[src/rtl/max_pool_2x2_pkg.sv]
// Shared types and helpers for the 2x2 max-pooling stage and its variants.
package max_pool_2x2_pkg;

  localparam int PIX_W = 16;

  typedef enum logic [1:0] {
    IDLE     = 2'd0,
    EVEN_ROW = 2'd1,
    ODD_ROW  = 2'd2,
    FINISH   = 2'd3
  } state_t;

  function automatic logic signed [PIX_W-1:0] max16(input logic signed [PIX_W-1:0] a,
                                                    input logic signed [PIX_W-1:0] b);
    return (a > b) ? a : b;
  endfunction

endpackage

[src/rtl/max_pool_2x2_line_buf.sv]
// One-row buffer of horizontal maxima: synchronous write, combinational read.
module pool_line_buf #(
  parameter int DEPTH = 64,
  parameter int AW    = 6,
  parameter int W     = 32
) (
  input  logic          clk,
  input  logic          we,
  input  logic [AW-1:0] waddr,
  input  logic [W-1:0]  wdata,
  input  logic [AW-1:0] raddr,
  output logic [W-1:0]  rdata
);

  logic [W-1:0] mem [DEPTH];

  always_ff @(posedge clk) begin
    if (we) mem[waddr] <= wdata;
  end

  assign rdata = mem[raddr];

endmodule

[src/rtl/max_pool_2x2.sv]
// 2x2 stride-2 max pooling over a raster stream of POX pixels per beat;
// even rows fill the line buffer, odd rows combine with it and emit POX/2 lanes.
module max_pool_2x2
  import max_pool_2x2_pkg::*;
#(
  parameter int POX       = 4,
  parameter int MAX_BEATS = 64,
  parameter int BEAT_W    = 6
) (
  input  logic                        clk,
  input  logic                        rst,
  input  logic                        start,
  input  logic [15:0]                 cfg_row_beats,
  input  logic [15:0]                 cfg_rows,
  input  logic [POX*PIX_W-1:0]        in_data,
  input  logic                        in_valid,
  output logic [(POX/2)*PIX_W-1:0]    pool_out,
  output logic                        pool_out_valid,
  output logic                        busy,
  output logic                        done,
  output logic [1:0]                  state_dbg
);

  localparam int LANES = POX / 2;
  localparam int OW    = LANES * PIX_W;
  localparam logic [BEAT_W:0] MAX_BEATS_W = (BEAT_W + 1)'(MAX_BEATS);

  state_t              state;
  logic [BEAT_W:0]     beats_q;
  logic [15:0]         rows_q;
  logic [BEAT_W-1:0]   beat_cnt;
  logic [15:0]         row_cnt;

  logic [OW-1:0]       hmax;
  logic [OW-1:0]       pooled;
  logic [OW-1:0]       lb_rdata;
  logic [BEAT_W:0]     beats_clamp;
  logic [15:0]         rows_even;
  logic                last_beat;

  // Horizontal max of each lane pair, then vertical max against the stored row.
  always_comb begin
    hmax   = '0;
    pooled = '0;
    for (int q = 0; q < LANES; q++) begin
      hmax[q*PIX_W +: PIX_W]   = max16(in_data[(2*q)*PIX_W +: PIX_W],
                                       in_data[(2*q+1)*PIX_W +: PIX_W]);
      pooled[q*PIX_W +: PIX_W] = max16(hmax[q*PIX_W +: PIX_W],
                                       lb_rdata[q*PIX_W +: PIX_W]);
    end
  end

  assign beats_clamp = (cfg_row_beats > 16'(MAX_BEATS)) ? MAX_BEATS_W
                                                         : cfg_row_beats[BEAT_W:0];
  assign rows_even   = cfg_rows & 16'hFFFE;
  assign last_beat   = ({1'b0, beat_cnt} == (beats_q - (BEAT_W + 1)'(1)));
  assign busy        = (state != IDLE);
  assign state_dbg   = state;

  pool_line_buf #(
    .DEPTH (MAX_BEATS),
    .AW    (BEAT_W),
    .W     (OW)
  ) u_line_buf (
    .clk   (clk),
    .we    ((state == EVEN_ROW) && in_valid),
    .waddr (beat_cnt),
    .wdata (hmax),
    .raddr (beat_cnt),
    .rdata (lb_rdata)
  );

  always_ff @(posedge clk) begin
    if (!rst) begin
      state          <= IDLE;
      beats_q        <= '0;
      rows_q         <= '0;
      beat_cnt       <= '0;
      row_cnt        <= '0;
      pool_out       <= '0;
      pool_out_valid <= 1'b0;
      done           <= 1'b0;
    end else begin
      pool_out_valid <= 1'b0;
      done           <= 1'b0;
      case (state)
        IDLE: begin
          if (start) begin
            beats_q  <= beats_clamp;
            rows_q   <= rows_even;
            beat_cnt <= '0;
            row_cnt  <= '0;
            // An empty frame pulses done right away; FINISH then stays quiet.
            if ((beats_clamp == '0) || (rows_even == '0)) begin
              state <= FINISH;
              done  <= 1'b1;
            end else begin
              state <= EVEN_ROW;
            end
          end
        end
        EVEN_ROW: begin
          if (in_valid) begin
            if (last_beat) begin
              beat_cnt <= '0;
              row_cnt  <= row_cnt + 16'd1;
              state    <= ODD_ROW;
            end else begin
              beat_cnt <= beat_cnt + BEAT_W'(1);
            end
          end
        end
        ODD_ROW: begin
          if (in_valid) begin
            pool_out       <= pooled;
            pool_out_valid <= 1'b1;
            if (last_beat) begin
              beat_cnt <= '0;
              row_cnt  <= row_cnt + 16'd1;
              state    <= ((row_cnt + 16'd1) == rows_q) ? FINISH : EVEN_ROW;
            end else begin
              beat_cnt <= beat_cnt + BEAT_W'(1);
            end
          end
        end
        FINISH: begin
          done  <= (beats_q != '0) && (rows_q != '0);
          state <= IDLE;
        end
        default: state <= IDLE;
      endcase
    end
  end

endmodule

[config.mk]
export PLATFORM = sky130hd
export DESIGN_NAME = max_pool_2x2
export DESIGN_NICKNAME = d
export VERILOG_FILES = /design/src/rtl/max_pool_2x2_pkg.sv /design/src/rtl/max_pool_2x2_line_buf.sv /design/src/rtl/max_pool_2x2.sv
export SDC_FILE = /design/constraint.sdc
export NUM_CORES = 2
export LEC_CHECK = 0
export BUFFER_PORTS_ARGS = -buffer_cell sky130_fd_sc_hd__buf_2
export CORE_MARGIN = 5
export CORE_UTILIZATION = 26
export CTS_BUF_LIST = sky130_fd_sc_hd__clkbuf_8
export DETAILED_ROUTE_END_ITERATION = 10
export PLACE_DENSITY = 0.44
export SYNTH_ARGS = -nofsm -noshare
export SYNTH_HDL_FRONTEND = slang
export SYNTH_HIERARCHICAL = 1
export SYNTH_SLANG_ARGS = --single-unit
[constraint.sdc]
create_clock -name clk -period 8.4 [get_ports clk]
set_input_delay 2.52 -clock clk [delete_from_list [all_inputs] [get_ports clk]]
set_output_delay 2.52 -clock clk [all_outputs]
set_load 0.02 [all_outputs]
[Word-level counts from Yosys, hierarchy flattened]
Memories as Yosys holds them, arrays and structs flattened. A register that Yosys moved wholly into a read port is not among the register bits.
Index checks and enable logic that the tools add are counted.
Word-level totals
  flip-flop bits (word level): 80
  input bits: 100
  bits in writable memories: 2048
  word-level logic and storage cells: 75
  output and inout bits: 37
  memories kept: 1
Memory list
  u_line_buf.mem: words 64, width 32, read ports 1, clocked after Yosys merged registers in 1, write ports 1, RTL line max_pool_2x2_line_buf.sv:15  | logic [W-1:0] mem [DEPTH];
Cells by class
  equality and inequality tests: 12
  add/sub/neg operators: 3
  reductions and logical operators: 17
  order comparisons: 5
  mux-type cells: 29
Operator list (number)
  $mux W16: 7
  $gt A16 B16 Y1: 4
  $pmux W16 S2: 1
  $mux W6: 5
  $add A16 B1 Y16 const B: 1
  $eq A16 B16 Y1: 1
  $gt A16 B7 Y1 const B: 1
  $logic_not A16 Y1: 1
  $reduce_bool A16 Y1: 1
  $mux W2: 7
  $pmux W6 S2: 1
  $ne A2 B2 Y1 const B: 5
  $pmux W2 S4: 1
  $eq A6 B7 Y1: 1
  $logic_not A7 Y1: 1
  $mux W7: 1
  $reduce_bool A7 Y1: 1
  $sub A7 B1 Y7 const B: 1
  $add A6 B1 Y6 const B: 1
  $reduce_and A2 Y1: 3
  $mux W1: 5
  $reduce_and A5 Y1: 1
  $eq A2 B2 Y1 const B: 2
  $ne A2 B1 Y1 const B: 2
  9 further kinds: 11

[Logic depth before layout (Yosys ltp)]
  depth after elaboration: 7
  mapped depth: 20
  mapped depth without buffers: 16

[Cells and area by module]
The synthesis kept the hierarchy.
Modules (own cells, without submodules)
  pool_line_buf: instances 1, area an instance 77874.7 um2, cells an instance 3292, seq. area each 61499.0 um2
  max_pool_2x2: instances 1, area an instance 6199.7 um2, cells an instance 732, seq. area each 1601.5 um2

[Least setup slack after synthesis]
No wires, ideal clock.
  path kind: input-to-reg
  start point: in in_data[27]
  end point: reg pool_out[11]
  arrival: 6497 ps
  library setup time: 114 ps
  path buffers: 2
  cell stages on the path: 18
  slack: 1789 ps
  required time: 8286 ps
  path through: inv_1 > ha_1 > a21oi_2 > o21a_1 > o2bb2ai_1 > or4_1 > a22o_1 > buf_6 > mux2_2 > ha_1 > nor2b_1 > o211ai_1 > a2111o_1 > o211ai_1 > mux2_2 > buf_1 > a32o_1 > a21o_1
On the way
  cells in the longest elaborated chain, start to end: 4
Ends and longest elaborated chain
  start: declaration: RTL line max_pool_2x2.sv:15  | input logic [POX*PIX_W-1:0] in_data,
  $gt A16 B16 Y1: RTL line max_pool_2x2_pkg.sv:15  | return (a > b) ? a : b;
  $mux W16: RTL line max_pool_2x2_pkg.sv:15
  via hmax[1]: RTL line max_pool_2x2.sv:34  | logic [OW-1:0] hmax;
  $gt A16 B16 Y1: RTL line max_pool_2x2_pkg.sv:15
  $mux W16: RTL line max_pool_2x2_pkg.sv:15
  end signal: assignment: RTL line max_pool_2x2.sv:115  | pool_out <= pooled;
  end: declaration: RTL line max_pool_2x2.sv:17  | output logic [(POX/2)*PIX_W-1:0] pool_out,
The timed path passes the listed nets, and every way through them passes these cells.
A chain may end at the register's enable or synchronous reset.

[Worst setup path in the final report]
  start point: in in_data[30]
  end point: reg pool_out[10]
The elaborated chain is that of the path after synthesis.

==> impl_results.md <==
* Status: finished, final reports clean
* Initial Util at 0.261
* Share of cells above drive strength 1 at 0.296
* Top cell type's share of synthesized area at 0.731
* Yosys warnings at 6
* Commonest cells in the netlist: 2048 x edfxtp_1, 544 x mux4_2, 168 x nor2_1, 108 x a21oi_1, 100 x mux2i_1
* Switching Share at 0.257
* Input/output buffers at roughly 140
* GPL Wtd Cong at 0.742
* WP data required at 9.35 ns
* Reg2reg start: beat_cnt[0]$_SDFFE_PN0P_
* FP Rows at 208
* Fin. max-slew vios at 0
* Final Hold Vio Count at 0
* Initial antenna violation count at 6
* Syn Area/Cell at 20.9 sq um
* Num CTS Buffers at 380
* Post-synth cell types at between 70 and 80
* Worst-margin pin slew at between 1 and 1.5 ns
* Achievable clock frequency at about 150 MHz
* Setup Skew at 0.107 ns
* Netlist Area Pre-Place at 84100 sq um
* Worst Setup Path Type: primary input to flip-flop
* Drt wl/cell at 26.6 um
* Die width at 579 um
* Cell count of the worst hold path at 2
* Most used DFF post-synth: edfxtp_1
* CTS tree: done
* Worst Hold Endpoint: rows_q[4]$_SDFFE_PN0P_
* Post-synth ARST share at 0
* Worst Hold Class: flip-flop to flip-flop
* DIE AREA at 335000 sq um
* Worst reg2reg path depth at 14
* Grt total ovfl at 0
* Clock slew at reported path FFs at around 0.06 ns
* CP max FO at 66
* Slowest stage delay, CP at 0.61 ns
* RSZ-0062 raised after global routing: false
* Min cycle time layout at 6.67 ns
* 1st-iter DRT viols at 3311
* Worst relative slew slack at 0.209
* Post-CTS setup buffers at 0
* CTS Sinks at ~2100
* CTS resizes at 0
* Multi-input gate area at 20200 sq um
* Maximum VDD drop at 0.127 mV
* Final Core Density at 0.304
* Post-synth EDFFs at 2048
* Vias per cell at 4.67
* Ports at 137
* Via count at 42400
* Synth top area cells: edfxtp_1 73%, mux4_2 15%, dfxtp_1 1.9%, mux2i_1 1.2%, ha_1 1.1%
* DR DRC count at 0
* All-Layer GR Usage at 0.141
* Hold_buf cts at 0
* Number of detailed-route iterations in the first pass at 7
* Cell Chain, Critical Path: buf_2 -> inv_1 -> ha_1 -> nand4_2 -> nor4_1 -> a21boi_2 -> or4_1 -> a22o_1 -> mux2_4 -> ha_1 -> nand4_1 -> a2111o_1 -> o211ai_1 -> mux2_2 -> nor2_1 -> buf_4 -> a21o_1
* Synth Instances at 4024
* Element type at the critical path start: primary input
* Comb pwr share at 0.121
* Area grow syn2layout at 16.3%
* Die H at 579 um
* Leak Pwr at just over 30 nW
* Clock power frac at 0.372
* Dpl hpwl at 138000 um
* Critical path capture point type: flip-flop
* Internal power at 17.7 mW
* Cell taking the most area after synthesis: edfxtp_1
* Slowest cell on crit path: mux2_4
* Post-route ant nets at 0
* Final period util at 0.794
* Worst path arrival time at 7.62 ns
* Clock Path Buffers at 4
* Hold Startpoint: rows_q[4]$_SDFFE_PN0P_
* Final Setup Violations at 0
* Number of global-route vias before repair at 44500
* Drt total wl at 242000 um
* Yosys reg bits at 2128
* Register area at 63100 sq um
* Fin nets at 4652
* Placeable core area at 322000 sq um
* Root Buffer: clkbuf_8
* Largest net degree at the start of global routing at 106
* Final TNS setup at 0 ns
* CP dominant cell by count: ha_1
* Mapped Nets at 4196
* Reg2reg end: pool_out[10]$_SDFFE_PN0P_
* Max-cap violation count at 0
* Sequential share of power at 0.507
* Sw Pwr at 6.11 mW
* Register area share after synthesis at 0.751
* First-pass GRT wire length at around 340000 um
* Clock latency on the worst-skew pair at 1.03 ns
* Reg-to-reg slack, setup at 2.36 ns
* H-tree levels at 5
* Cell with the most instances after synthesis: edfxtp_1
* Layout filler cell count at approximately 32000
* PD cells at roughly 240 nW/um^2
[area by class of cell]
| cell class | instances | share of cell area |
|---|---|---|
| Sequential cell | 2128 | 0.645 |
| Tap cell | 4305 | 0.0551 |
| Clock buffer | 386 | 0.0543 |
| Timing Repair Buffer | 285 | 0.0198 |
| Inverter | 78 | 0.00299 |
| Clock inverter | 286 | 0.0159 |
| Multi-Input combinational cell | 1607 | 0.206 |
| Antenna cell | 9 | 0.000230 |
[layer usage]
metal / up-vias / track usage / part of all wire
met3: 349 / 0.0212 / 0.049
met4: 2 / 0.0390 / 0.024
met1: 23100 / 0.188 / 0.43
met2: 1067 / 0.239 / 0.50
met5: - / 0 / 0.000054
li1: 17900 / - / -
[worst max-delay path, delay by kind of cell]
kind	cells	cell delay, ns
compound gates	5	1.49
buf+inv	3	0.40
mux	2	1.13
fa+ha+maj	2	0.74
simple gates	5	1.32
[cell usage in the layout (no fill, tap or decap), types with 17 or more instances in the layout]
| cell | count |
|---|---|
| a21o_1 | 36 |
| edfxtp_1 | 2048 |
| a21oi_1 | 107 |
| clkinv_2 | 39 |
| clkinv_1 | 89 |
| nor2b_1 | 18 |
| mux4_2 | 544 |
| nand3_1 | 19 |
| nand4_1 | 19 |
| nor2_1 | 105 |
| inv_1 | 201 |
| mux2i_1 | 100 |
| ha_1 | 72 |
| nor3_1 | 20 |
| a32o_1 | 31 |
| clkbuf_8 | 386 |
| mux2_2 | 19 |
| buf_4 | 139 |
| o22ai_1 | 84 |
| nand2_1 | 88 |
| nor2_4 | 62 |
| buf_2 | 135 |
| dfxtp_1 | 75 |
| xnor2_1 | 17 |
| a22oi_1 | 19 |
| o221ai_1 | 27 |
[power by group through the flow]
stage | Sequential, mW | Combinational, mW | Clock, mW
after detailed placement | 12.3 | 2.96 | 0
after CTS | 12.1 | 2.97 | 9.18
final | 12.1 | 2.88 | 8.86
after global placement | 12.3 | 2.93 | 0
after global routing | 12.1 | 3.13 | 9.67
after floorplan | 12.3 | 2.01 | 0
[kinds of logic (layout without fill, tap and decap cells)]
kind of cell	count (synthesis)	count (layout)	synth area share
DFF	2128	2128	0.751
muxes	675	675	0.162
and+or+nand+nor	425	425	0.0241
AOI/OAI and AO/OA	403	403	0.0332
buffers and inverters	289	1035	0.0158
adders and majority gates	72	72	0.0107
xor gates and xnor gates	32	32	0.00333
other	0	9	0
[sequential cells by signal, indices dropped and copies added (netlist names)]
signal and cells:
pool_out 32, u_line_buf/mem 2048, row_cnt 16, done 1, pool_out_valid 1, beat_cnt 6, beats_q 7, state_dbg 2
rows_q 15
[stage by stage]
stage,setup slack (ns),power (mW),hold slack (ns),std cells,area (sq um)
2_1_floorplan,1.79,14.3,0.455,4024,84100
3_3_place_gp,0.819,15.2,0.477,8403,90900
3_5_place_dp,0.652,15.2,0.481,8403,90900
4_1_cts,1.79,24.2,0.493,9075,97800
5_1_grt,1.45,24.9,0.509,9076,97800
6_report,1.73,23.8,0.488,9084,97800
[how the worst max path moves through the flow]
stage	startpoint	end	slack (ns)	cells past startpoint
floorplan	in_data[27]	pool_out[11]$_SDFFE_PN0P_	1.79	18
global placement	in_data[31]	pool_out[5]$_SDFFE_PN0P_	0.82	17
detailed placement	in_data[31]	pool_out[15]$_SDFFE_PN0P_	0.65	17
CTS	in_data[30]	pool_out[9]$_SDFFE_PN0P_	1.79	17
global route	in_data[30]	pool_out[10]$_SDFFE_PN0P_	1.45	17
finish	in_data[30]	pool_out[10]$_SDFFE_PN0P_	1.73	17
Note: power is estimated with default switching activity, not from simulation.
